===== src/rtl/dmem_arbiter_if.sv =====
// -----------------------------------------------------------------------------
// dmem_arbiter_if
//   One requester's connection to the data-memory arbiter. It carries the
//   request/grant handshake, the access payload and the load-return path.
//
//   Signals
//     req     requester -> arbiter  access request, held until gnt
//     we      requester -> arbiter  1 = store, 0 = load
//     addr    requester -> arbiter  physical byte address
//     wdata   requester -> arbiter  store data
//     gnt     arbiter -> requester  access performed this cycle
//     stall   arbiter -> requester  req & ~gnt (the core holds its PC on this)
//     rvalid  arbiter -> requester  load data valid (cycle after a load grant)
//     rdata   arbiter -> requester  registered load data
//
//   Modports
//     master  requester side
//     slave   arbiter side
// -----------------------------------------------------------------------------
interface dmem_arbiter_if #(
    parameter int ADDR_W = 11,
    parameter int DATA_W = 32
) ();

    logic              req;
    logic              we;
    logic [ADDR_W-1:0] addr;
    logic [DATA_W-1:0] wdata;
    logic              gnt;
    logic              stall;
    logic              rvalid;
    logic [DATA_W-1:0] rdata;

    modport master (
        output req, we, addr, wdata,
        input  gnt, stall, rvalid, rdata
    );

    modport slave (
        input  req, we, addr, wdata,
        output gnt, stall, rvalid, rdata
    );

endinterface


===== src/rtl/dmem_arbiter.sv =====
// -----------------------------------------------------------------------------
// dmem_arbiter
//   Shares the single data-memory port between the CPU load/store path and a
//   second requester (DEV: debug loader / DMA). At most one access per clock.
//   The grant is sticky: the current owner keeps the port while it keeps
//   requesting, but once it has taken MAX_BURST consecutive grants and the
//   other side is also waiting, ownership is handed over so neither starves.
//
//   Parameters
//     ADDR_W     physical byte address width
//     DATA_W     data word width
//     MAX_BURST  max consecutive grants to one owner under contention (>= 1)
//
//   Ports
//     clk         system clock, all state updates on posedge
//     rst         synchronous, active-high reset
//     cpu         CPU requester (dmem_arbiter_if.slave)
//     dev         DEV requester (dmem_arbiter_if.slave)
//     mem_addr_o  RAM address
//     mem_din_o   RAM write data
//     mem_str_o   RAM write strobe (sampled by the RAM at posedge)
//     mem_ld_o    RAM load enable
//     mem_dout_i  RAM read data (valid combinationally while mem_ld_o = 1)
// -----------------------------------------------------------------------------
module dmem_arbiter #(
    parameter int ADDR_W    = 11,
    parameter int DATA_W    = 32,
    parameter int MAX_BURST = 4
) (
    input  logic              clk,
    input  logic              rst,
    dmem_arbiter_if.slave     cpu,
    dmem_arbiter_if.slave     dev,
    output logic [ADDR_W-1:0] mem_addr_o,
    output logic [DATA_W-1:0] mem_din_o,
    output logic              mem_str_o,
    output logic              mem_ld_o,
    input  logic [DATA_W-1:0] mem_dout_i
);

    // Burst counter must be able to hold MAX_BURST itself (it saturates there).
    localparam int BW = $clog2(MAX_BURST + 1);
    localparam logic [BW-1:0] BURST_MAX = BW'(MAX_BURST);
    localparam logic [BW-1:0] BURST_ONE = BW'(1);

    typedef enum logic [1:0] {
        OWN_IDLE = 2'd0,
        OWN_CPU  = 2'd1,
        OWN_DEV  = 2'd2
    } own_t;

    typedef enum logic {
        WIN_CPU = 1'b0,
        WIN_DEV = 1'b1
    } win_t;

    own_t              own_q, own_d;
    logic [BW-1:0]     burst_cnt_q, burst_cnt_d;
    win_t              last_win_q, last_win_d;
    logic              rv_cpu_q, rv_cpu_d;
    logic              rv_dev_q, rv_dev_d;
    logic [DATA_W-1:0] rdata_cpu_q, rdata_cpu_d;
    logic [DATA_W-1:0] rdata_dev_q, rdata_dev_d;

    logic              cpu_gnt_s;
    logic              dev_gnt_s;
    logic [BW-1:0]     burst_inc_s;

    // Saturating increment: a solo owner may run far past the cap, but the
    // counter only needs to remember "cap reached".
    assign burst_inc_s = (burst_cnt_q >= BURST_MAX) ? BURST_MAX : (burst_cnt_q + BURST_ONE);

    // Grant decision: one winner per cycle, nothing granted while in reset.
    always_comb begin
        cpu_gnt_s = 1'b0;
        dev_gnt_s = 1'b0;
        if (rst) begin
            cpu_gnt_s = 1'b0;
            dev_gnt_s = 1'b0;
        end else if (cpu.req && dev.req) begin
            case (own_q)
                OWN_CPU: begin
                    if (burst_cnt_q < BURST_MAX) begin
                        cpu_gnt_s = 1'b1;
                    end else begin
                        dev_gnt_s = 1'b1;
                    end
                end
                OWN_DEV: begin
                    if (burst_cnt_q < BURST_MAX) begin
                        dev_gnt_s = 1'b1;
                    end else begin
                        cpu_gnt_s = 1'b1;
                    end
                end
                OWN_IDLE: begin
                    // Fresh contention: the side that did not win last goes first.
                    if (last_win_q == WIN_DEV) begin
                        cpu_gnt_s = 1'b1;
                    end else begin
                        dev_gnt_s = 1'b1;
                    end
                end
                default: begin
                    if (last_win_q == WIN_DEV) begin
                        cpu_gnt_s = 1'b1;
                    end else begin
                        dev_gnt_s = 1'b1;
                    end
                end
            endcase
        end else if (cpu.req) begin
            cpu_gnt_s = 1'b1;
        end else if (dev.req) begin
            dev_gnt_s = 1'b1;
        end else begin
            cpu_gnt_s = 1'b0;
            dev_gnt_s = 1'b0;
        end
    end

    // Ownership / burst bookkeeping for the next cycle.
    always_comb begin
        own_d       = own_q;
        burst_cnt_d = burst_cnt_q;
        last_win_d  = last_win_q;
        if (cpu_gnt_s) begin
            own_d       = OWN_CPU;
            last_win_d  = WIN_CPU;
            burst_cnt_d = (own_q == OWN_CPU) ? burst_inc_s : BURST_ONE;
        end else if (dev_gnt_s) begin
            own_d       = OWN_DEV;
            last_win_d  = WIN_DEV;
            burst_cnt_d = (own_q == OWN_DEV) ? burst_inc_s : BURST_ONE;
        end else begin
            // An idle cycle ends any burst; last_win is kept for the next tie.
            own_d       = OWN_IDLE;
            burst_cnt_d = {BW{1'b0}};
        end
    end

    // Memory port mux: the granted side drives the RAM, otherwise all zero.
    always_comb begin
        mem_addr_o = {ADDR_W{1'b0}};
        mem_din_o  = {DATA_W{1'b0}};
        mem_str_o  = 1'b0;
        mem_ld_o   = 1'b0;
        if (cpu_gnt_s) begin
            mem_addr_o = cpu.addr;
            mem_din_o  = cpu.wdata;
            mem_str_o  = cpu.we;
            mem_ld_o   = ~cpu.we;
        end else if (dev_gnt_s) begin
            mem_addr_o = dev.addr;
            mem_din_o  = dev.wdata;
            mem_str_o  = dev.we;
            mem_ld_o   = ~dev.we;
        end else begin
            mem_addr_o = {ADDR_W{1'b0}};
            mem_din_o  = {DATA_W{1'b0}};
            mem_str_o  = 1'b0;
            mem_ld_o   = 1'b0;
        end
    end

    // Load return path: capture RAM data on a load grant, pulse rvalid once.
    always_comb begin
        rv_cpu_d    = cpu_gnt_s & ~cpu.we;
        rv_dev_d    = dev_gnt_s & ~dev.we;
        rdata_cpu_d = rdata_cpu_q;
        rdata_dev_d = rdata_dev_q;
        if (rv_cpu_d) begin
            rdata_cpu_d = mem_dout_i;
        end else begin
            rdata_cpu_d = rdata_cpu_q;
        end
        if (rv_dev_d) begin
            rdata_dev_d = mem_dout_i;
        end else begin
            rdata_dev_d = rdata_dev_q;
        end
    end

    // State registers with synchronous reset.
    always_ff @(posedge clk) begin
        if (rst) begin
            own_q       <= OWN_IDLE;
            burst_cnt_q <= {BW{1'b0}};
            last_win_q  <= WIN_DEV;
            rv_cpu_q    <= 1'b0;
            rv_dev_q    <= 1'b0;
            rdata_cpu_q <= {DATA_W{1'b0}};
            rdata_dev_q <= {DATA_W{1'b0}};
        end else begin
            own_q       <= own_d;
            burst_cnt_q <= burst_cnt_d;
            last_win_q  <= last_win_d;
            rv_cpu_q    <= rv_cpu_d;
            rv_dev_q    <= rv_dev_d;
            rdata_cpu_q <= rdata_cpu_d;
            rdata_dev_q <= rdata_dev_d;
        end
    end

    assign cpu.gnt    = cpu_gnt_s;
    assign dev.gnt    = dev_gnt_s;
    assign cpu.stall  = cpu.req & ~cpu_gnt_s;
    assign dev.stall  = dev.req & ~dev_gnt_s;
    assign cpu.rvalid = rv_cpu_q;
    assign dev.rvalid = rv_dev_q;
    assign cpu.rdata  = rdata_cpu_q;
    assign dev.rdata  = rdata_dev_q;

    dmem_arbiter_chk u_chk (
        .clk       (clk),
        .rst       (rst),
        .cpu_req   (cpu.req),
        .cpu_gnt   (cpu_gnt_s),
        .cpu_stall (cpu.req & ~cpu_gnt_s),
        .dev_gnt   (dev_gnt_s),
        .mem_str   (mem_str_o),
        .mem_ld    (mem_ld_o)
    );

endmodule

// -----------------------------------------------------------------------------
// dmem_arbiter_chk
//   Invariant checks for the arbiter: single grant, exclusive strobes, quiet
//   memory port during reset, stall consistent with request/grant.
// -----------------------------------------------------------------------------
module dmem_arbiter_chk (
    input logic clk,
    input logic rst,
    input logic cpu_req,
    input logic cpu_gnt,
    input logic cpu_stall,
    input logic dev_gnt,
    input logic mem_str,
    input logic mem_ld
);

    a_one_grant:  assert property (@(posedge clk) !(cpu_gnt && dev_gnt));
    a_str_ld_exc: assert property (@(posedge clk) !(mem_str && mem_ld));
    a_rst_quiet:  assert property (@(posedge clk) rst |-> (!mem_str && !mem_ld && !cpu_gnt && !dev_gnt));
    a_stall:      assert property (@(posedge clk) cpu_stall == (cpu_req && !cpu_gnt));

endmodule


===== src/flat_wrapper.sv =====
// flat-port wrapper written by rule: the top's interface ports become plain ports
module dmem_arbiter_flat 
#(
    parameter int ADDR_W    = 11,
    parameter int DATA_W    = 32,
    parameter int MAX_BURST = 4
)
  (clk, rst, mem_addr_o, mem_din_o, mem_str_o, mem_ld_o, mem_dout_i, cpu_req, cpu_we, cpu_addr, cpu_wdata, cpu_gnt, cpu_stall, cpu_rvalid, cpu_rdata, dev_req, dev_we, dev_addr, dev_wdata, dev_gnt, dev_stall, dev_rvalid, dev_rdata);
  dmem_arbiter_if #(.ADDR_W(ADDR_W), .DATA_W(DATA_W)) cpu_i ();
  dmem_arbiter_if #(.ADDR_W(ADDR_W), .DATA_W(DATA_W)) dev_i ();
  input  logic clk;
  input  logic rst;
  output logic [ADDR_W-1:0] mem_addr_o;
  output logic [DATA_W-1:0] mem_din_o;
  output logic mem_str_o;
  output logic mem_ld_o;
  input  logic [DATA_W-1:0] mem_dout_i;
  input wire logic [$bits(cpu_i.req)-1:0] cpu_req;
  input wire logic [$bits(cpu_i.we)-1:0] cpu_we;
  input wire logic [$bits(cpu_i.addr)-1:0] cpu_addr;
  input wire logic [$bits(cpu_i.wdata)-1:0] cpu_wdata;
  output wire logic [$bits(cpu_i.gnt)-1:0] cpu_gnt;
  output wire logic [$bits(cpu_i.stall)-1:0] cpu_stall;
  output wire logic [$bits(cpu_i.rvalid)-1:0] cpu_rvalid;
  output wire logic [$bits(cpu_i.rdata)-1:0] cpu_rdata;
  input wire logic [$bits(dev_i.req)-1:0] dev_req;
  input wire logic [$bits(dev_i.we)-1:0] dev_we;
  input wire logic [$bits(dev_i.addr)-1:0] dev_addr;
  input wire logic [$bits(dev_i.wdata)-1:0] dev_wdata;
  output wire logic [$bits(dev_i.gnt)-1:0] dev_gnt;
  output wire logic [$bits(dev_i.stall)-1:0] dev_stall;
  output wire logic [$bits(dev_i.rvalid)-1:0] dev_rvalid;
  output wire logic [$bits(dev_i.rdata)-1:0] dev_rdata;
  assign cpu_i.req = cpu_req;
  assign cpu_i.we = cpu_we;
  assign cpu_i.addr = cpu_addr;
  assign cpu_i.wdata = cpu_wdata;
  assign cpu_gnt = cpu_i.gnt;
  assign cpu_stall = cpu_i.stall;
  assign cpu_rvalid = cpu_i.rvalid;
  assign cpu_rdata = cpu_i.rdata;
  assign dev_i.req = dev_req;
  assign dev_i.we = dev_we;
  assign dev_i.addr = dev_addr;
  assign dev_i.wdata = dev_wdata;
  assign dev_gnt = dev_i.gnt;
  assign dev_stall = dev_i.stall;
  assign dev_rvalid = dev_i.rvalid;
  assign dev_rdata = dev_i.rdata;
  dmem_arbiter #(.ADDR_W(ADDR_W), .DATA_W(DATA_W), .MAX_BURST(MAX_BURST)) u_core (.clk(clk), .rst(rst), .cpu(cpu_i), .dev(dev_i), .mem_addr_o(mem_addr_o), .mem_din_o(mem_din_o), .mem_str_o(mem_str_o), .mem_ld_o(mem_ld_o), .mem_dout_i(mem_dout_i));
endmodule

===== config.mk =====
export PLATFORM = sky130hd
export DESIGN_NAME = dmem_arbiter_flat
export DESIGN_NICKNAME = d
export VERILOG_FILES = /design/src/rtl/dmem_arbiter_if.sv /design/src/rtl/dmem_arbiter.sv /design/src/flat_wrapper.sv
export SDC_FILE = /design/constraint.sdc
export NUM_CORES = 1
export LEC_CHECK = 0
export CAP_MARGIN = 0
export CORE_MARGIN = 1.5
export CORE_UTILIZATION = 38
export CTS_CLUSTER_DIAMETER = 30
export DETAILED_ROUTE_END_ITERATION = 10
export PLACE_DENSITY = 0.87
export SKIP_CTS_REPAIR_TIMING = 1
export SYNTH_ARGS = -nofsm -noshare
export SYNTH_HDL_FRONTEND = slang
export SYNTH_SLANG_ARGS = --single-unit
export TNS_END_PERCENT = 100

===== constraint.sdc =====
create_clock -name clk -period 4.41 [get_ports clk]
set_clock_uncertainty 0.2 [all_clocks]
set_input_delay 0.882 -clock clk [delete_from_list [all_inputs] [get_ports clk]]
set_output_delay 0.882 -clock clk [all_outputs]
set_load 0.01 [all_outputs]

==> metrics.yaml, run 1 <==
die:
  rows: 34
  die-area_um2: 9460
  pin_count: 239
  dieWidth_um: 97.3
  start_util_pct: 38.9
  coreArea_um2: 8680
  fp.dieH_um: 97.3
route:
  wl_mm: 13.5
  drc: 0
  dr.pass1.iters: 5
  detail-route-antenna-nets: 0
  routedWlPerCell_um: 18.5
  vias_per_cell: 5.07
  dr.first_iter.drc_count: 154
  num_vias: 3699
logic_synthesis:
  async_reset_ff_share_pct: 0
  yosysMostFrequentCell: "dfxtp_1"
  synth_common_cells: "72 x dfxtp_1, 68 x nand2_1, 68 x nand2b_1"
  synth.area.top_cells: "dfxtp_1 43%, nand2b_1 13%, a22o_1 11%"
  synth.cell_area_um2: 3380
  syn_area_per_cell_um2: 8.68
  synth_edf_count: 0
  synth_nets: 518
  synth_seq_cells: 72
  yosysWarnings: 0
  synth_top_area_share_pct: 42.7
  ys.flop_type: "dfxtp_1"
  yosysSeqAreaShare_pct: 42.7
  synthDistinctLibCells: 33
  synth_cells: 389
  yosys.area.top_type: "dfxtp_1"
global_route:
  grt_max_degree: 66
  grt_pass1_vias: 3780
  antenna_found_initial: 0
  grt_pass1_wl_mm: 20.4
  grt_usage_pct: 27.7
  globalRouteOverflowTotal: 0
worst_setup_path:
  critPathMostFrequentCell: "clkdlybuf4s50_1"
  cp_max_fo: 20
  worstSetupStartpointType: "input pin"
  critPathCaptureType: "output pin"
  cpMaxStageDelayCell: "clkdlybuf4s50_1"
  crit_type: "input pin to output pin"
  path_cells: "clkdlybuf4s50_1 > and3b_1 > a2111oi_4 > buf_4 > a22o_1 > clkdlybuf4s50_1"
  arrival_ns: 3.22
  cp.required_ns: 3.33
  cp_slowest_stage_delay_ns: 0.55
power_and_ir_drop:
  power_density_nw_per_um2: 286
  p_sw_share_pct: 25.9
  ir_drop_mv: 0.368
  total_power_w: 0.00173
  p_clk_share_pct: 32.7
  p_switching_w: 0.000448
  p_int_w: 0.00128
  p_comb_share_pct: 26.2
  power_leakage_nw: 2.17
  sequentialPowerShare_pct: 41.1
timing:
  slew_violations: 0
  whs_ns: 0.270
  tightest_slew_ns: 0.591
  rsz0062_at_grt: "no"
  fin_crit_ns: 4.30
  slew_headroom_pct: 60.6
  fin_crit_sh_pct: 97.6
  max_freq_ghz: 0.232
  tns_ns: 0
  report.final.setup_viol: 0
  finalHoldViolCount: 0
cts:
  cts_buffers: 9
  clock_sinks: 72
  clk_pin_slew_ns: 0.07
  cts_tree: "yes"
  root_buffer: "clkbuf_8"
  htreeDepth: 3
  insertion_delay_ns: 0.34
  clockBufferDepth: 2
finish:
  nFillCells: 679
  drive_gt1_share_pct: 4.99
  fin_util_pct: 69.5
  nets: 745
  area_growth_pct: 78.6
  seqCellArea_um2: 1440
  final_area_um2: 6030
  multiInputGateArea_um2: 1730
hold_path:
  min_path_type: "flop to flop"
placement:
  hpwl_mm: 10.2
  io_buffers: 238
  gp_congestion: 0.972
  placed_cell_area_um2: 5820
flow_run:
  max_cap_viol_count: 0
outcome:
  run_status: "completed"
## cell usage in the layout (no fill, tap or decap), types with 3 or more instances in the layout
| master | Yosys | routed |
|---|---|---|
| a22o_1 | 43 | 43 |
| a2111oi_4 | 2 | 3 |
| nand2b_1 | 68 | 68 |
| inv_1 | 8 | 8 |
| buf_4 | 13 | 8 |
| o21ai_1 | 12 | 12 |
| nor2_1 | 5 | 5 |
| clkdlybuf4s50_1 | 0 | 238 |
| nand2_1 | 68 | 68 |
| dfxtp_1 | 72 | 72 |
| o21ai_0 | 53 | 53 |
| clkbuf_8 | 0 | 9 |
| ha_1 | 5 | 5 |
## sequential cells by signal (all words and copies together) (netlist names)
register and flops:
u_core.cpu.rvalid 1, u_core.last_win_q 1, u_core.dev.rdata 32, u_core.own_q 2, u_core.burst_cnt_q 3, u_core.dev.rvalid 1
u_core.cpu.rdata 32
## area by class of cell
| type | count | area share [%] |
|---|---|---|
| inverter | 8 | 0.498 |
| clock inverter | 5 | 1.35 |
| multi-input combinational | 277 | 28.6 |
| antenna | 1 | 0.0415 |
| tap | 108 | 2.24 |
| clock buffer | 11 | 2.18 |
| timing repair buffer | 248 | 41.2 |
| sequential | 72 | 23.9 |
## path summary, 6_finish.rpt
| kind | from | endpoint | cells past startpoint | slack, ns |
|---|---|---|---|---|
| max | dev_req | mem_din_o[24] | 6 | 0.11 |
| min | u_core.cpu.rdata[11] | u_core.cpu.rdata[11] | 2 | 0.27 |
| max reg2reg | u_core.own_q[0] | u_core.cpu.rdata[21] | 6 | 1.81 |
| min reg2reg | u_core.cpu.rdata[11] | u_core.cpu.rdata[11] | 2 | 0.27 |
## through the flow
stage,instances,worst slack (ns)
floorplan,389,1.33
global placement,713,0.179
detailed placement,713,0.134
CTS,729,0.120
global route,729,0.0384
finish,730,0.105
## critical path: cells and delay by family
family | cells | cell delay, ns
AO/OA/AOI/OAI | 2 | 0.64
buffers and inverters | 3 | 1.37
AND/OR/NAND/NOR | 1 | 0.31
## power by group through the flow
stage                     logic (W)  registers [W]  clock network (W)
after floorplan            0.000147       0.000737                  0
after global placement     0.000444       0.000720                  0
after detailed placement   0.000449       0.000723                  0
after CTS                  0.000454       0.000709           0.000577
after global routing       0.000479       0.000713           0.000606
final                      0.000452       0.000709           0.000564
## per-layer routing
| layer | track usage [%] | vias up | part of all wire [%] |
|---|---|---|---|
| met5 | 0 | - | 0 |
| met3 | 10.5 | 24 | 10 |
| li1 | - | 1778 | - |
| met4 | 10.7 | 0 | 3.0 |
| met2 | 47.9 | 181 | 48 |
| met1 | 30.8 | 1716 | 39 |
## cells by family (layout without fill, tap and decap cells)
group	after synthesis	in the layout	share of synthesized area, %
AO/OA/AOI/OAI	119	119	24.9
multiplexers	2	2	0.704
AND/OR/NAND/NOR	151	151	23.0
adder cells (fa/ha/maj)	5	5	1.85
buffers and inverters	40	272	6.89
other	0	1	0
flip-flops	72	72	42.7
(Power assumes the default switching activity.)
==> inputs of run 2 (changes only) <==
--- a/config.mk
+++ b/config.mk
@@ -10,6 +10,7 @@
 export CORE_UTILIZATION = 38
 export CTS_CLUSTER_DIAMETER = 30
 export DETAILED_ROUTE_END_ITERATION = 10
+export HOLD_SLACK_MARGIN = 0.02
 export PLACE_DENSITY = 0.87
 export SKIP_CTS_REPAIR_TIMING = 1
 export SYNTH_ARGS = -nofsm -noshare
==> results of run 2 <==
Same layout as run 1: the final DEF is identical, and so are final timing and power.
